### src/rtl/cim_adder_tree_acc.sv
// Bit-serial shift-accumulate adder tree for the CIM macro readout path.
// Each accepted bit-plane is reduced to a plane sum, then folded MSB-first into a signed result.
module cim_adder_tree_acc #(
    parameter int NUM_IN   = 32,
    parameter int IN_W     = 4,
    parameter int MAX_BITS = 8,
    parameter int BITS_W   = 4,
    parameter int SUM_W    = IN_W + $clog2(NUM_IN) + 1,
    parameter int OUT_W    = SUM_W + MAX_BITS + 1
) (
    input  logic                   clk,
    input  logic                   rst_n,
    input  logic                   start,
    input  logic [BITS_W-1:0]      cfg_bits,
    input  logic                   cfg_signed,
    input  logic                   in_valid,
    input  logic [NUM_IN*IN_W-1:0] in_data,
    output logic                   in_ready,
    output logic                   busy,
    output logic                   out_valid,
    output logic [OUT_W-1:0]       out_data
);

    localparam logic [1:0] ST_IDLE  = 2'd0;
    localparam logic [1:0] ST_RUN   = 2'd1;
    localparam logic [1:0] ST_DRAIN = 2'd2;

    // Zero planes behave as one; oversized requests saturate at MAX_BITS.
    function automatic logic [BITS_W-1:0] sat_bits(input logic [BITS_W-1:0] bits);
        logic [BITS_W-1:0] r;
        if (bits == '0)
            r = BITS_W'(1);
        else if (bits > BITS_W'(MAX_BITS))
            r = BITS_W'(MAX_BITS);
        else
            r = bits;
        return r;
    endfunction

    function automatic logic [SUM_W-1:0] plane_sum(input logic [NUM_IN*IN_W-1:0] data);
        logic [SUM_W-1:0] node [NUM_IN];
        for (int k = 0; k < NUM_IN; k++)
            node[k] = SUM_W'(data[k*IN_W +: IN_W]);
        for (int w = NUM_IN / 2; w >= 1; w = w / 2)
            for (int k = 0; k < w; k++)
                node[k] = node[2*k] + node[2*k+1];
        return node[0];
    endfunction

    // Horner step; the first plane of a signed operation carries negative weight.
    function automatic logic signed [OUT_W-1:0] horner(
        input logic signed [OUT_W-1:0] acc,
        input logic [SUM_W-1:0]        s,
        input logic                    first,
        input logic                    neg
    );
        logic signed [OUT_W-1:0] s_ext;
        logic signed [OUT_W-1:0] r;
        s_ext = $signed({{(OUT_W-SUM_W){1'b0}}, s});
        if (first)
            r = neg ? -s_ext : s_ext;
        else
            r = (acc <<< 1) + s_ext;
        return r;
    endfunction

    logic [1:0]              state_q, state_d;
    logic [BITS_W-1:0]       cnt_q, cnt_d;
    logic                    signed_q, signed_d;
    logic                    first_q, first_d;
    logic                    vld_p1_q, vld_p1_d;
    logic                    first_p1_q, first_p1_d;
    logic                    last_p1_q, last_p1_d;
    logic [SUM_W-1:0]        sum_p1_q, sum_p1_d;
    logic signed [OUT_W-1:0] acc_p2_q, acc_p2_d;
    logic                    out_valid_q, out_valid_d;
    logic signed [OUT_W-1:0] out_data_q, out_data_d;
    logic                    accept;

    assign accept = in_valid && (state_q == ST_RUN);

    always_comb begin
        state_d     = state_q;
        cnt_d       = cnt_q;
        signed_d    = signed_q;
        first_d     = first_q;
        vld_p1_d    = accept;
        first_p1_d  = first_q;
        last_p1_d   = (cnt_q == BITS_W'(1));
        sum_p1_d    = accept ? plane_sum(in_data) : sum_p1_q;
        acc_p2_d    = acc_p2_q;
        out_valid_d = 1'b0;
        out_data_d  = out_data_q;

        case (state_q)
            ST_IDLE: begin
                if (start) begin
                    state_d  = ST_RUN;
                    cnt_d    = sat_bits(cfg_bits);
                    signed_d = cfg_signed;
                    first_d  = 1'b1;
                end
            end
            ST_RUN: begin
                if (accept) begin
                    cnt_d   = cnt_q - BITS_W'(1);
                    first_d = 1'b0;
                    if (cnt_q == BITS_W'(1))
                        state_d = ST_DRAIN;
                end
            end
            ST_DRAIN: begin
                if (vld_p1_q && last_p1_q)
                    state_d = ST_IDLE;
            end
            default: state_d = ST_IDLE;
        endcase

        // Stage 2: fold the registered plane sum into the accumulator
        if (vld_p1_q) begin
            acc_p2_d = horner(acc_p2_q, sum_p1_q, first_p1_q, signed_q);
            if (last_p1_q) begin
                out_valid_d = 1'b1;
                out_data_d  = acc_p2_d;
            end
        end
    end

    // Stage 1 data: plane sum captured only on accept
    always_ff @(posedge clk) begin
        sum_p1_q <= sum_p1_d;
    end

    always_ff @(posedge clk or negedge rst_n) begin
        if (!rst_n) begin
            state_q     <= ST_IDLE;
            cnt_q       <= '0;
            signed_q    <= 1'b0;
            first_q     <= 1'b0;
            vld_p1_q    <= 1'b0;
            first_p1_q  <= 1'b0;
            last_p1_q   <= 1'b0;
            acc_p2_q    <= '0;
            out_valid_q <= 1'b0;
            out_data_q  <= '0;
        end else begin
            state_q     <= state_d;
            cnt_q       <= cnt_d;
            signed_q    <= signed_d;
            first_q     <= first_d;
            vld_p1_q    <= vld_p1_d;
            first_p1_q  <= first_p1_d;
            last_p1_q   <= last_p1_d;
            acc_p2_q    <= acc_p2_d;
            out_valid_q <= out_valid_d;
            out_data_q  <= out_data_d;
        end
    end

    assign in_ready  = (state_q == ST_RUN);
    assign busy      = (state_q != ST_IDLE);
    assign out_valid = out_valid_q;
    assign out_data  = out_data_q;

endmodule

### config.mk
export PLATFORM = sky130hd
export DESIGN_NAME = cim_adder_tree_acc
export DESIGN_NICKNAME = d
export VERILOG_FILES = /design/src/rtl/cim_adder_tree_acc.sv
export SDC_FILE = /design/constraint.sdc
export NUM_CORES = 1
export LEC_CHECK = 0
export CAP_MARGIN = 20
export CORE_AREA = 5 5 125 127
export CTS_BUF_LIST = sky130_fd_sc_hd__clkbuf_2
export DETAILED_ROUTE_END_ITERATION = 10
export DIE_AREA = 0 0 130 132
export PLACE_DENSITY = 0.79
export SLEW_MARGIN = 0
export SYNTH_ARGS = -nofsm -noshare
export SYNTH_HDL_FRONTEND = slang
export SYNTH_SLANG_ARGS = --single-unit
### constraint.sdc
create_clock -name clk -period 2 [get_ports clk]
set_input_delay 0.4 -clock clk [delete_from_list [all_inputs] [get_ports clk]]
set_output_delay 0.4 -clock clk [all_outputs]
set_load 0.1 [all_outputs]
==> results.toml <==
[run_status]
status = "complete, but fails checks"
failing_checks = "negative setup slack"

[sta]
fin_ws_ns = -3.729
slew_headroom_pct = 64.09
finalClockSkew_ns = 0.04057
period_needed_ns = 5.729
timing_hold_violations_final = 0
final_setup_violation_count = 28
max_freq_ghz = 0.1746
max_slew.worst_pin.slew_ns = 0.5331
grt_setup_unrepaired = "yes"
timing.hold.ws_ns = 0.3810
finalCritPeriodShare_pct = 286.4
report.final.slew_viol_count = 0

[cells_and_area]
postLayoutCellArea_um2 = 9273
layout_common_cells = "inv_1 (118), inv_2 (87), fa_1 (79)"
antenna_cells_inserted = 0
syn2layout_area_growth_pct = 38.06
mostFrequentLayoutCell = "inv_1"
finalCoreUtilization_pct = 64.78
num-nets-final = 1184
post_route_cells_drive_above_1_share_pct = 41.03

[synthesis]
synth_largest_area_cell = "fa_1"
synth_area_leaders = "fa_1 (37%), dfrtp_1 (18%), inv_1 (12%)"
arithmetic_cell_share_of_the_synthesized_area_counting_full_adders_half_adders_and_majority_gates_pct = 43.67
synth.top_cell.area_share_pct = 36.96
synth-async-reset-ratio_pct = 84.48
yosys_register_bits = 58
synth-edff-count = 9
synth.yosys.warnings = 0
synthCells = 682
most_used_flip_flop_cell_after_synthesis = "dfrtp_1"
synth_area_per_cell_um2 = 9.848
seq_area_frac_synth_pct = 22.28
synth-compound-area-share_pct = 10.10
netlist-cell-type-count = 56
synth-simple-area-share_pct = 7.470
synth_top_family_by_area = "adder cells"
post_synth_xor_area_fraction_pct = 2.999
post_synth_mux_area_share_pct = 0.9501
post_synth_instance_area_um2 = 6716
syn-num-nets = 979

[setup_path]
path_max_fanout = 2
critical_path_arrival_ns = 5.97
critical_path.endpoint_type = "flip-flop"
start_kind = "input pin"
timing_worst_setup_path_type = "in -> reg"
req_time_crit_path_ns = 2.24

[clock_tree]
cts.sink_count = 58
cts.clk_slew.worst_paths_ns = 0.18
max-clock-path-buffers = 2
clock_insertion_delay_worst_skew_ns = 0.50
cts_tree = "yes"
clk_root_buffer_cell = "clkbuf_2"
numCtsBuffers = 9
htree_num_levels = 3

[global_route]
grt_pass1_wl_mm = 26.37
maximum_number_of_pins_on_one_net_before_global_route_repair = 50
first_global_vias = 5665
overflow = 0
grt_antenna_before_repair = 0
groute.usage.overall_pct = 19.18

[placement]
post-dp-hpwl_mm = 13.11
place.port_buffers = 158
dpl_cell_area_um2 = 8886
detailedPlace.worstSlack_ns = -4.616
finalWeightedCongestion = 0.8645

[drt]
post_drt_via_cell_ratio = 4.864
drt-initial-drc-count = 262
drt-pass1-iter-count = 5
met1Wirelength_mm = 6.153
wl_per_cell_um = 15.11
detail_route_met3_wl_um = 826
drt.antenna.violating_nets = 0
routed-via-count = 5234
route.met2.wl_mm = 8.992
topRoutingLayerUsed = "met4"
detail_route.drc_violations = 0
wl_mm = 16.26

[die]
initial_utilization_pct = 46.92
number_of_cell_rows = 44
dieHeight_um = 132
fp.dieArea_um2 = 17160
die_x_um = 130
io_pins = 159
core-area_um2 = 14310

[hold_path]
holdCritPathClass = "in -> async"

[job]
drv.max_cap_violation_count = 0
cell families after synthesis:
logic type,after synthesis
xor gates and xnor gates,23
muxes,6
buffers and inverters,223
AOI/OAI and AO/OA,105
adders and majority gates,160
DFF,58
and+or+nand+nor,107
synth_stat cells, types with 5 or more instances:
library cell and count:
a21o_1 5, a21oi_1 37, a31oi_1 6, and3_1 5
clkbuf_1 13, dfrtp_1 49, edfxtp_1 9, fa_1 124
ha_1 36, inv_1 207, nand2_1 33, nand3_1 7
nor2_1 31, nor3_1 8, o21ai_0 21, o31ai_1 6
xnor2_1 15, xor2_1 8
through the flow:
step | setup TNS [ns] | std cells
floorplan | -27.41 | 682
global placement | -34.73 | 1050
detailed placement | -36.03 | 1050
CTS | -27.41 | 1072
global route | -30.54 | 1076
finish | -28.17 | 1076
cell type report:
cell class	count	area [um^2]
repair buffers	209	1710
well taps	184	230.2
clock buffers	10	50.05
inverters	208	790.8
multi-input cells	401	4961
fillers	1117	5041
flip-flops and latches	58	1498
clock inverters	6	32.53
state kept, by name (all words and copies together) (netlist names):
| signal | count |
|---|---|
| last_p1_q | 1 |
| acc_p2_q | 18 |
| sum_p1_q | 9 |
| first_p1_q | 1 |
| cnt_q | 4 |
| signed_q | 1 |
| vld_p1_q | 1 |
| state_q | 2 |
| out_data | 19 |
| first_p1_d | 1 |
| out_valid | 1 |
worst paths after layout:
kind                             startpoint           end  slack (ns)  cells after the start
worst max register to register  sum_p1_q[1]  acc_p2_q[11]       -0.22                      9
min in group clk                 first_p1_d    first_p1_q        0.40                      0
worst min-delay path                  rst_n  out_data[17]        0.38                      3
max in group asynchronous             rst_n   acc_p2_q[4]        1.35                      3
worst min register to register   first_p1_d    first_p1_q        0.40                      0
worst max-delay path            in_data[46]   sum_p1_q[8]       -3.73                     21
timing repair:
| item | in CTS | in global routing |
|---|---|---|
| gates resized for setup | 391 | 105 |
| endpoints found under the setup margin | 32 | 37 |
| pin swaps | 109 | 66 |
| hold endpoints to repair | 49 | 0 |
| setup buffers | 7 | 8 |
| hold buffers | 1 | 0 |
| cloned | 0 | 0 |
worst max-delay path, cell delays in order:
cell           delay, ns
dlygate4sd2_1       0.22
inv_1               0.07
fa_2                0.44
fa_2                0.54
inv_2               0.04
fa_1                0.46
fa_1                0.53
fa_2                0.46
fa_2                0.54
inv_2               0.04
fa_2                0.45
fa_2                0.56
inv_2               0.05
ha_4                0.16
fa_2                0.36
a21oi_2             0.14
nor2_1              0.05
nor2_1              0.14
o21bai_1            0.08
a21oi_1             0.15
xor2_1              0.08
routing by layer:
| metal | vias up | global-route usage, % |
|---|---|---|
| li1 | 2481 | - |
| met1 | 2566 | 22.84 |
| met2 | 152 | 35.56 |
| met3 | 35 | 3.241 |
| met4 | 0 | 4.677 |
| met5 | - | 0 |
Power is not shown: default switching activity piles up to over one toggle a cycle in this logic, so the estimate is an artifact.
